<file path="config.mk">
export PLATFORM = sky130hd
export DESIGN_NAME = layer_output_serializer
export DESIGN_NICKNAME = d
export VERILOG_FILES = /design/src/rtl/layer_output_serializer.sv
export SDC_FILE = /design/constraint.sdc
export NUM_CORES = 1
export LEC_CHECK = 0
export CAP_MARGIN = 10
export CORE_AREA = 2 2 210 212
export DETAILED_ROUTE_END_ITERATION = 10
export DIE_AREA = 0 0 212 214
export PLACE_DENSITY_LB_ADDON = 0.25
export SETUP_SLACK_MARGIN = 0.2
export SYNTH_ARGS = -nofsm -noshare
export SYNTH_HDL_FRONTEND = slang
export SYNTH_SLANG_ARGS = --single-unit
</file>
<file path="constraint.sdc">
create_clock -name clk -period 4.1 [get_ports clk]
set_input_delay 0.82 -clock clk [delete_from_list [all_inputs] [get_ports clk]]
set_output_delay 0.82 -clock clk [all_outputs]
set_load 0.05 [all_outputs]
</file>
<file path="src/rtl/layer_output_serializer.sv">
// Collects one-cycle neuron results into a holding register, then replays them
// one word per cycle (neuron 0 first) as the input stream of the next layer.
module layer_output_serializer #(
  parameter int numNeuron = 30,
  parameter int dataWidth = 16,
  parameter int cntWidth  = (numNeuron > 1) ? $clog2(numNeuron) : 1
) (
  input  logic                           clk,
  input  logic                           rst,
  input  logic [numNeuron*dataWidth-1:0] neuronOut,
  input  logic [numNeuron-1:0]           neuronValid,
  output logic [dataWidth-1:0]           dataOut,
  output logic                           dataValid,
  output logic                           layerDone,
  output logic                           busy,
  output logic                           overrun
);

  typedef enum logic {COLLECT, SHIFT} state_t;

  localparam logic [cntWidth-1:0] LAST_IDX = cntWidth'(numNeuron - 1);

  state_t                 state_reg, state_next;
  logic [numNeuron-1:0]   seen_reg;
  logic [cntWidth-1:0]    index_reg;
  logic [dataWidth-1:0]   hold_reg [numNeuron];
  logic [dataWidth-1:0]   data_out_reg;
  logic                   data_valid_reg;
  logic                   layer_done_reg;
  logic                   busy_reg;
  logic                   overrun_reg;

  logic [numNeuron-1:0]   capture;
  logic                   start_stream;
  logic                   last_word;
  logic                   violation;
  logic [cntWidth-1:0]    index_next;
  logic [dataWidth-1:0]   first_word;

  always_ff @(posedge clk or posedge rst) begin
    if (rst) state_reg <= COLLECT;
    else     state_reg <= state_next;
  end

  always_comb begin
    state_next   = state_reg;
    capture      = '0;
    start_stream = 1'b0;
    last_word    = 1'b0;
    violation    = 1'b0;
    case (state_reg)
      COLLECT: begin
        capture   = neuronValid;
        violation = |(neuronValid & seen_reg);
        if (&(seen_reg | neuronValid)) begin
          start_stream = 1'b1;
          state_next   = SHIFT;
        end
      end
      SHIFT: begin
        // Reports arriving while streaming are dropped and flagged.
        violation = |neuronValid;
        if (index_reg == LAST_IDX) begin
          last_word  = 1'b1;
          state_next = COLLECT;
        end
      end
      default: state_next = COLLECT;
    endcase
  end

  assign index_next = index_reg + 1'b1;
  // Neuron 0 may report on the completing edge, so bypass the holding register.
  assign first_word = neuronValid[0] ? neuronOut[dataWidth-1:0] : hold_reg[0];

  always_ff @(posedge clk) begin
    for (int i = 0; i < numNeuron; i++) begin
      if (capture[i]) hold_reg[i] <= neuronOut[i*dataWidth +: dataWidth];
    end
  end

  always_ff @(posedge clk or posedge rst) begin
    if (rst) begin
      seen_reg       <= '0;
      index_reg      <= '0;
      data_out_reg   <= '0;
      data_valid_reg <= 1'b0;
      layer_done_reg <= 1'b0;
      busy_reg       <= 1'b0;
      overrun_reg    <= 1'b0;
    end else begin
      if (violation) overrun_reg <= 1'b1;
      if (start_stream) begin
        seen_reg       <= '0;
        index_reg      <= '0;
        data_out_reg   <= first_word;
        data_valid_reg <= 1'b1;
        busy_reg       <= 1'b1;
        layer_done_reg <= (numNeuron == 1);
      end else if (state_reg == COLLECT) begin
        seen_reg <= seen_reg | neuronValid;
      end else if (last_word) begin
        data_valid_reg <= 1'b0;
        busy_reg       <= 1'b0;
        layer_done_reg <= 1'b0;
      end else begin
        index_reg      <= index_next;
        data_out_reg   <= hold_reg[index_next];
        layer_done_reg <= (index_next == LAST_IDX);
      end
    end
  end

  assign dataOut   = data_out_reg;
  assign dataValid = data_valid_reg;
  assign layerDone = layer_done_reg;
  assign busy      = busy_reg;
  assign overrun   = overrun_reg;

endmodule

</file>
Yosys cells after proc, flatten, opt, wreduce, memory -nomap -nowiden --
Memory sizes are Yosys's and may differ from the RTL's. Cells that the tools add are included.
Word-level totals: memories kept 1, bits in latches 0, bits in registers 55, output and inout port bits 20, bits in read-only memories 0, RAM bits 480
Cells by class: shifts and indexed selects 0, mux-type cells 83, $lt $le $gt $ge 0, multipliers 0, add/sub/neg operators 1, bitwise operators 3, equal/unequal tests 4, reduce and logical (&&, ||, !) cells 7, div/mod/pow operators 0
Memories:
- hold_reg | depth 30, bits a word 16, rd ports 2, clocked after Yosys merged registers in 0, wr ports 30, line 26 | logic [dataWidth-1:0] hold_reg [numNeuron];
Operator list (count):
- 30-bit 2-to-1 mux | 3
- 1-bit 2-to-1 mux | 71
- 16-bit 2-to-1 mux | 4
- 30-bit OR reduction | 2
- 30-bit bitwise AND | 1
- 30-bit OR | 1
- 30-bit AND reduction | 1
- 5-bit 2-to-1 mux | 3
- 5-bit == test (second input constant) | 2
- 5-bit by 1-bit adder with 5-bit output (second input constant) | 1
- 1-bit case mux with 2 select lines | 2
- 2-bit AND reduction | 2
- 2-bit nonzero test | 2
- 2-bit by 1-bit != test with 1-bit output (second input constant) | 1
- 2-bit != test (second input constant) | 1
- 1-bit inverter | 1

Depth between registers and ports, before layout --
depth after elaboration 6, depth in mapped cells 12, depth with buffers taken out 8

Least setup slack after synthesis --
OpenSTA, ideal clock, no wires.
path type register -> register, start point register index_reg[0], end point register data_out_reg[0], in the netlist dataOut[0], cell stages (with the launch flop) 11, path slack 1290 ps, data arrival time 2672 ps, buffers on the path 4, path through dfrtp_1 -> buf_4 -> buf_4 -> inv_1 -> ha_1 -> buf_2 -> buf_2 -> mux4_2 -> o221ai_1 -> o311a_1 -> o22ai_1
On the way: cells in the longest elaborated chain, start to end 5, elaborated cells between the ends (all ways) 10, those cells by class add/sub: 1; eq/ne: 2; mux: 5; reduce/logical: 1; memory: 1
Ends and longest elaborated chain:
- from (decl) | line 25 | logic [cntWidth-1:0] index_reg;
- from (signal assigned) | line 107 | index_reg <= index_next;
- 5-bit by 1-bit adder with 5-bit output / 5-bit == test (equally long branches) | line 72, 63
- memory read 30 x 16 bit / 1-bit 2-to-1 mux (equally long branches)
- 16-bit 2-to-1 mux / 1-bit 2-to-1 mux (equally long branches) | line 102, 51
- 16-bit 2-to-1 mux / 2-bit != test (equally long branches)
- 16-bit 2-to-1 mux / 2-bit AND reduction (equally long branches)
- to (signal assigned) | line 96 | data_out_reg <= first_word;
- to (signal assigned) | line 108 | data_out_reg <= hold_reg[index_next];
- to (decl) | line 27 | logic [dataWidth-1:0] data_out_reg;
Several ways; a longest one is shown, not always the timed one. The select of a mux whose other input is x is not followed. A chain may end at the register's enable or synchronous reset.

Final worst setup path --
start point register index_reg[1], end point register data_out_reg[12], in the netlist dataOut[12]
The elaborated chain is that of the path after synthesis.

==> impl_summary.md <==
Synthesis
Sequential cells were found to cover 74.4% of the synthesized design area. In this run, distinct cell masters in the synthesized netlist total 43. The count of synthesis-stage warnings from yosys is 0. The largest total area in the synthesized netlist belongs to sky130_fd_sc_hd__edfxtp_1.

The cell area that synthesis handed to floorplanning was 21,200 sq um. In the post-synthesis netlist, the biggest area contributors are sky130_fd_sc_hd__edfxtp_1 (68%), sky130_fd_sc_hd__mux4_2 (8.8%), sky130_fd_sc_hd__dfrtp_1 (6.5%), sky130_fd_sc_hd__mux2i_1 (2.9%), sky130_fd_sc_hd__nand2_1 (1.8%). The commonest cells after synthesis are sky130_fd_sc_hd__edfxtp_1 (480), sky130_fd_sc_hd__nand2_1 (102), sky130_fd_sc_hd__mux4_2 (83). Synthesis produced a netlist with a net count of 1,738. For this run, asynchronously set or reset flops after synthesis account for 10.3%. The most frequently used cell type in the post-synthesis netlist is sky130_fd_sc_hd__edfxtp_1.

The number of standard cells after synthesis is 1,223. For this run, the leading register cell type out of synthesis is sky130_fd_sc_hd__edfxtp_1. Counting flops with a built-in enable in the synthesized netlist gives 480.

The fraction of synthesized cell area taken by the top area cell type is 67.9%. The register bit count reported by yosys is 535. The average instance area after synthesis is 17.4 sq um.

Routing
The per-cell routed wire length is 28.3 um. The count of nets left with antenna violations after detail routing is 0. In the final routing, the length of wire on met1 measures 25.4 mm. Detailed routing placed a total of 6.59 mm of wire on met3. After the first detailed-routing iteration, the DRC count stood at 1,352. The routed design uses 33.8 mm of met2 wire. The final route contains 13,760 vias. The first detailed-routing pass took 5 iterations.

The highest metal layer used by the detailed router is met5. After detailed routing, the number of remaining DRC violations is 0. In the routed layout, each cell is associated on average with a via count of 5.69. Wires add up to 68.4 mm.

Power
VDD sags by at most 0.588 mV. The net switching power of the design is 7.39 mW. The proportion of power drawn by the clock network is 23.7%. The leakage power total is 9.98 nW. The switching share of power is 35.6%. The combinational power share is 38.5%.

For this design the ratio of total power to cell area is 713 nW/um^2. The internal power consumption is 13.4 mW. The sequential group share of total power is 37.8%.

Outcome
The flow ran to the end, and the final reports show no timing, DRC or antenna violations.

Finish
For this run, the post-layout net count is 2,292. The post-layout utilization of the core is 68.0%. The register with the most flip-flops in the layout has 480 of them. Of the cells placed in the final design, the portion with a size suffix greater than 1 is 13.1%.

Relative to the synthesized area, the layout overhead comes to 37.3%.

Floorplanning
The placement row count is 76. In this run the standard cell core region covers 42,900 sq um. The initial utilization of the core area, before any placement, comes to 49.5%.

The chip height is 214 um. Pin placement for this block handled 532 I/O pins. The die width is 212 um. The full die area is 45,400 sq um.

Timing
The final clock period utilization by the worst path is 78.0%. The setup TNS is 0 ps. The transition time at the pin with the least slew margin is 1260 ps. The worst max-slew margin expressed relative to the limit is 15.9%. Setup violations remaining at the end of the flow were counted as 0. The final max-slew violation count was 0. Setup repair after global routing left no endpoint under its margin. The minimum clock period after layout is 3200 ps. Across the routed clock network, the largest skew measured is 26.8 ps.

Static timing analysis puts the maximum clock frequency at 0.313 GHz. The final count of hold timing violations is 0.

Clock tree
Buffers inserted to repair hold after CTS numbered 0. Counting the buffers created by CTS gives 55. The number of buffers added for setup after CTS is 0.

The CTS root buffer is sky130_fd_sc_hd__clkbuf_16. Clock-pin slew was measured on the worst setup and hold paths at 60 ps. The longest clock path from root to sink contains 3 buffers. The CTS tree is built.

The clock latency on the worst-skew pair is 620 ps. The number of resized instances in the post-cts repair step is 0. The number of clock sinks is 535. The CTS H-tree depth is 2.

Global route
The wire length of the first global-routing pass is 97.7 mm. The overall fraction of global-route tracks in use is 30.3%. The largest net degree at the start of global routing is 57.

The initial antenna violation count is 13. Global routing finished with a remaining overflow of 0. The number of global-route vias before repair is 14,664.

Worst setup path
The type of the worst setup path is flop to flop. The signal arrival time at the worst endpoint is 3720 ps. At the worst endpoint, the required time is 4620 ps. STA classifies the critical path endpoint as a flop.

In this run the worst path has a maximum fanout of 37. STA classifies the critical path startpoint as a flop.

Hold path
The class of the tightest hold or removal check is flop to flop.

Run
The max-cap check violation count is 0.

Place
At the end of routability-driven placement, the weighted congestion stood at 0.902. The half-perimeter wire length of the detailed placement result is 50.6 mm. The number of port buffers is 531.
cells by family (layout without fill, tap and decap cells):
kind of cell	Yosys count	count (layout)	share of synthesized area, %
AND/OR/NAND/NOR	299	299	6.46
multiplexers	144	144	11.7
XOR/XNOR	7	7	0.324
flip-flops	535	535	74.4
AO/OA/AOI/OAI	160	160	5.22
other	0	11	0
adder cells (fa/ha/maj)	3	3	0.177
buffers and inverters	75	674	1.76
critical path: stages (launching register included):
cell	delay [ps]
sky130_fd_sc_hd__dfrtp_1	440
sky130_fd_sc_hd__inv_1	130
sky130_fd_sc_hd__ha_4	700
sky130_fd_sc_hd__buf_4	360
sky130_fd_sc_hd__mux4_2	280
sky130_fd_sc_hd__nand2_1	90
sky130_fd_sc_hd__a311oi_1	720
sky130_fd_sc_hd__a311oi_1	120
sky130_fd_sc_hd__o22ai_1	220
cells in the final DEF, fill, tap and decap left out, types with 4 or more instances in the layout:
master | synthesis | routed
sky130_fd_sc_hd__a22oi_1 | 20 | 20
sky130_fd_sc_hd__o311a_1 | 12 | 12
sky130_fd_sc_hd__and3_1 | 15 | 15
sky130_fd_sc_hd__clkbuf_1 | 29 | 13
sky130_fd_sc_hd__buf_4 | 13 | 34
sky130_fd_sc_hd__inv_6 | 0 | 4
sky130_fd_sc_hd__bufinv_16 | 0 | 4
sky130_fd_sc_hd__a22o_1 | 5 | 5
sky130_fd_sc_hd__edfxtp_1 | 480 | 480
sky130_fd_sc_hd__dfrtp_1 | 55 | 53
sky130_fd_sc_hd__inv_1 | 5 | 4
sky130_fd_sc_hd__a211oi_1 | 7 | 7
sky130_fd_sc_hd__o21ai_0 | 30 | 30
sky130_fd_sc_hd__o211ai_1 | 4 | 4
sky130_fd_sc_hd__o22ai_1 | 28 | 28
sky130_fd_sc_hd__mux4_2 | 83 | 83
sky130_fd_sc_hd__clkdlybuf4s50_1 | 0 | 531
sky130_fd_sc_hd__and2_1 | 5 | 5
sky130_fd_sc_hd__o221ai_1 | 13 | 13
sky130_fd_sc_hd__nor2b_2 | 0 | 30
sky130_fd_sc_hd__nor2_1 | 77 | 77
sky130_fd_sc_hd__diode_2 | 0 | 11
sky130_fd_sc_hd__clkbuf_8 | 0 | 7
sky130_fd_sc_hd__nand3_1 | 36 | 36
sky130_fd_sc_hd__clkbuf_16 | 0 | 55
sky130_fd_sc_hd__xnor2_1 | 5 | 4
sky130_fd_sc_hd__a31oi_1 | 5 | 5
sky130_fd_sc_hd__clkinv_1 | 0 | 8
sky130_fd_sc_hd__nand2_1 | 102 | 102
sky130_fd_sc_hd__nor4_1 | 9 | 9
sky130_fd_sc_hd__clkinv_2 | 0 | 8
sky130_fd_sc_hd__nand4_1 | 18 | 18
sky130_fd_sc_hd__a21oi_1 | 21 | 21
sky130_fd_sc_hd__mux2i_1 | 61 | 61
per-layer routing:
| layer | track usage, % | vias to the layer above |
|---|---|---|
| li1 | - | 6008 |
| met5 | 0 | - |
| met2 | 50.3 | 684 |
| met1 | 37.5 | 6933 |
| met3 | 9.03 | 131 |
| met4 | 11.6 | 4 |
cell type report:
type                            count  area, sq um
Antenna cell                       11         27.5
Clock buffer                       75         1520
Clock inverter                     27          249
Fill cell                        2908        13700
Inverter                            5         18.8
Multi-Input combinational cell    613         5190
Sequential cell                   535        15800
Tap cell                          585          732
Timing Repair Buffer              567         5610
power by group through the flow:
stage / registers (mW) / clock network (mW) / logic [mW]
2_1_floorplan: 7.99 / 0 / 4.77
3_3_place_gp: 7.89 / 0 / 7.94
3_5_place_dp: 7.93 / 0 / 8.03
4_1_cts: 7.84 / 4.98 / 8.06
5_1_grt: 7.94 / 5.19 / 8.54
6_report: 7.84 / 4.92 / 8.00
path summary, 6_finish.rpt:
check	cells past startpoint	startpoint	slack (ps)	endpoint
min in group asynchronous	2	rst	630	state_reg
min reg2reg	1	overrun	490	overrun
min	1	overrun	490	overrun
max in group asynchronous	3	rst	2620	seen_reg[21]
max reg2reg	8	index_reg[1]	900	dataOut[12]
max	8	index_reg[1]	900	dataOut[12]
metrics by stage:
stage / instances / power, mW / area (sq um) / hold WS, ps / worst slack, ps
after global placement: 2305 / 15.8 / 27300 / 474 / 996
after floorplan: 1223 / 12.8 / 21200 / 488 / 1290
after detailed placement: 2305 / 16.0 / 27300 / 475 / 1020
final: 2418 / 20.8 / 29100 / 490 / 900
after CTS: 2407 / 20.9 / 29100 / 486 / 981
after global routing: 2412 / 21.7 / 29100 / 520 / 797
Note: power is estimated with default switching activity, not from simulation.
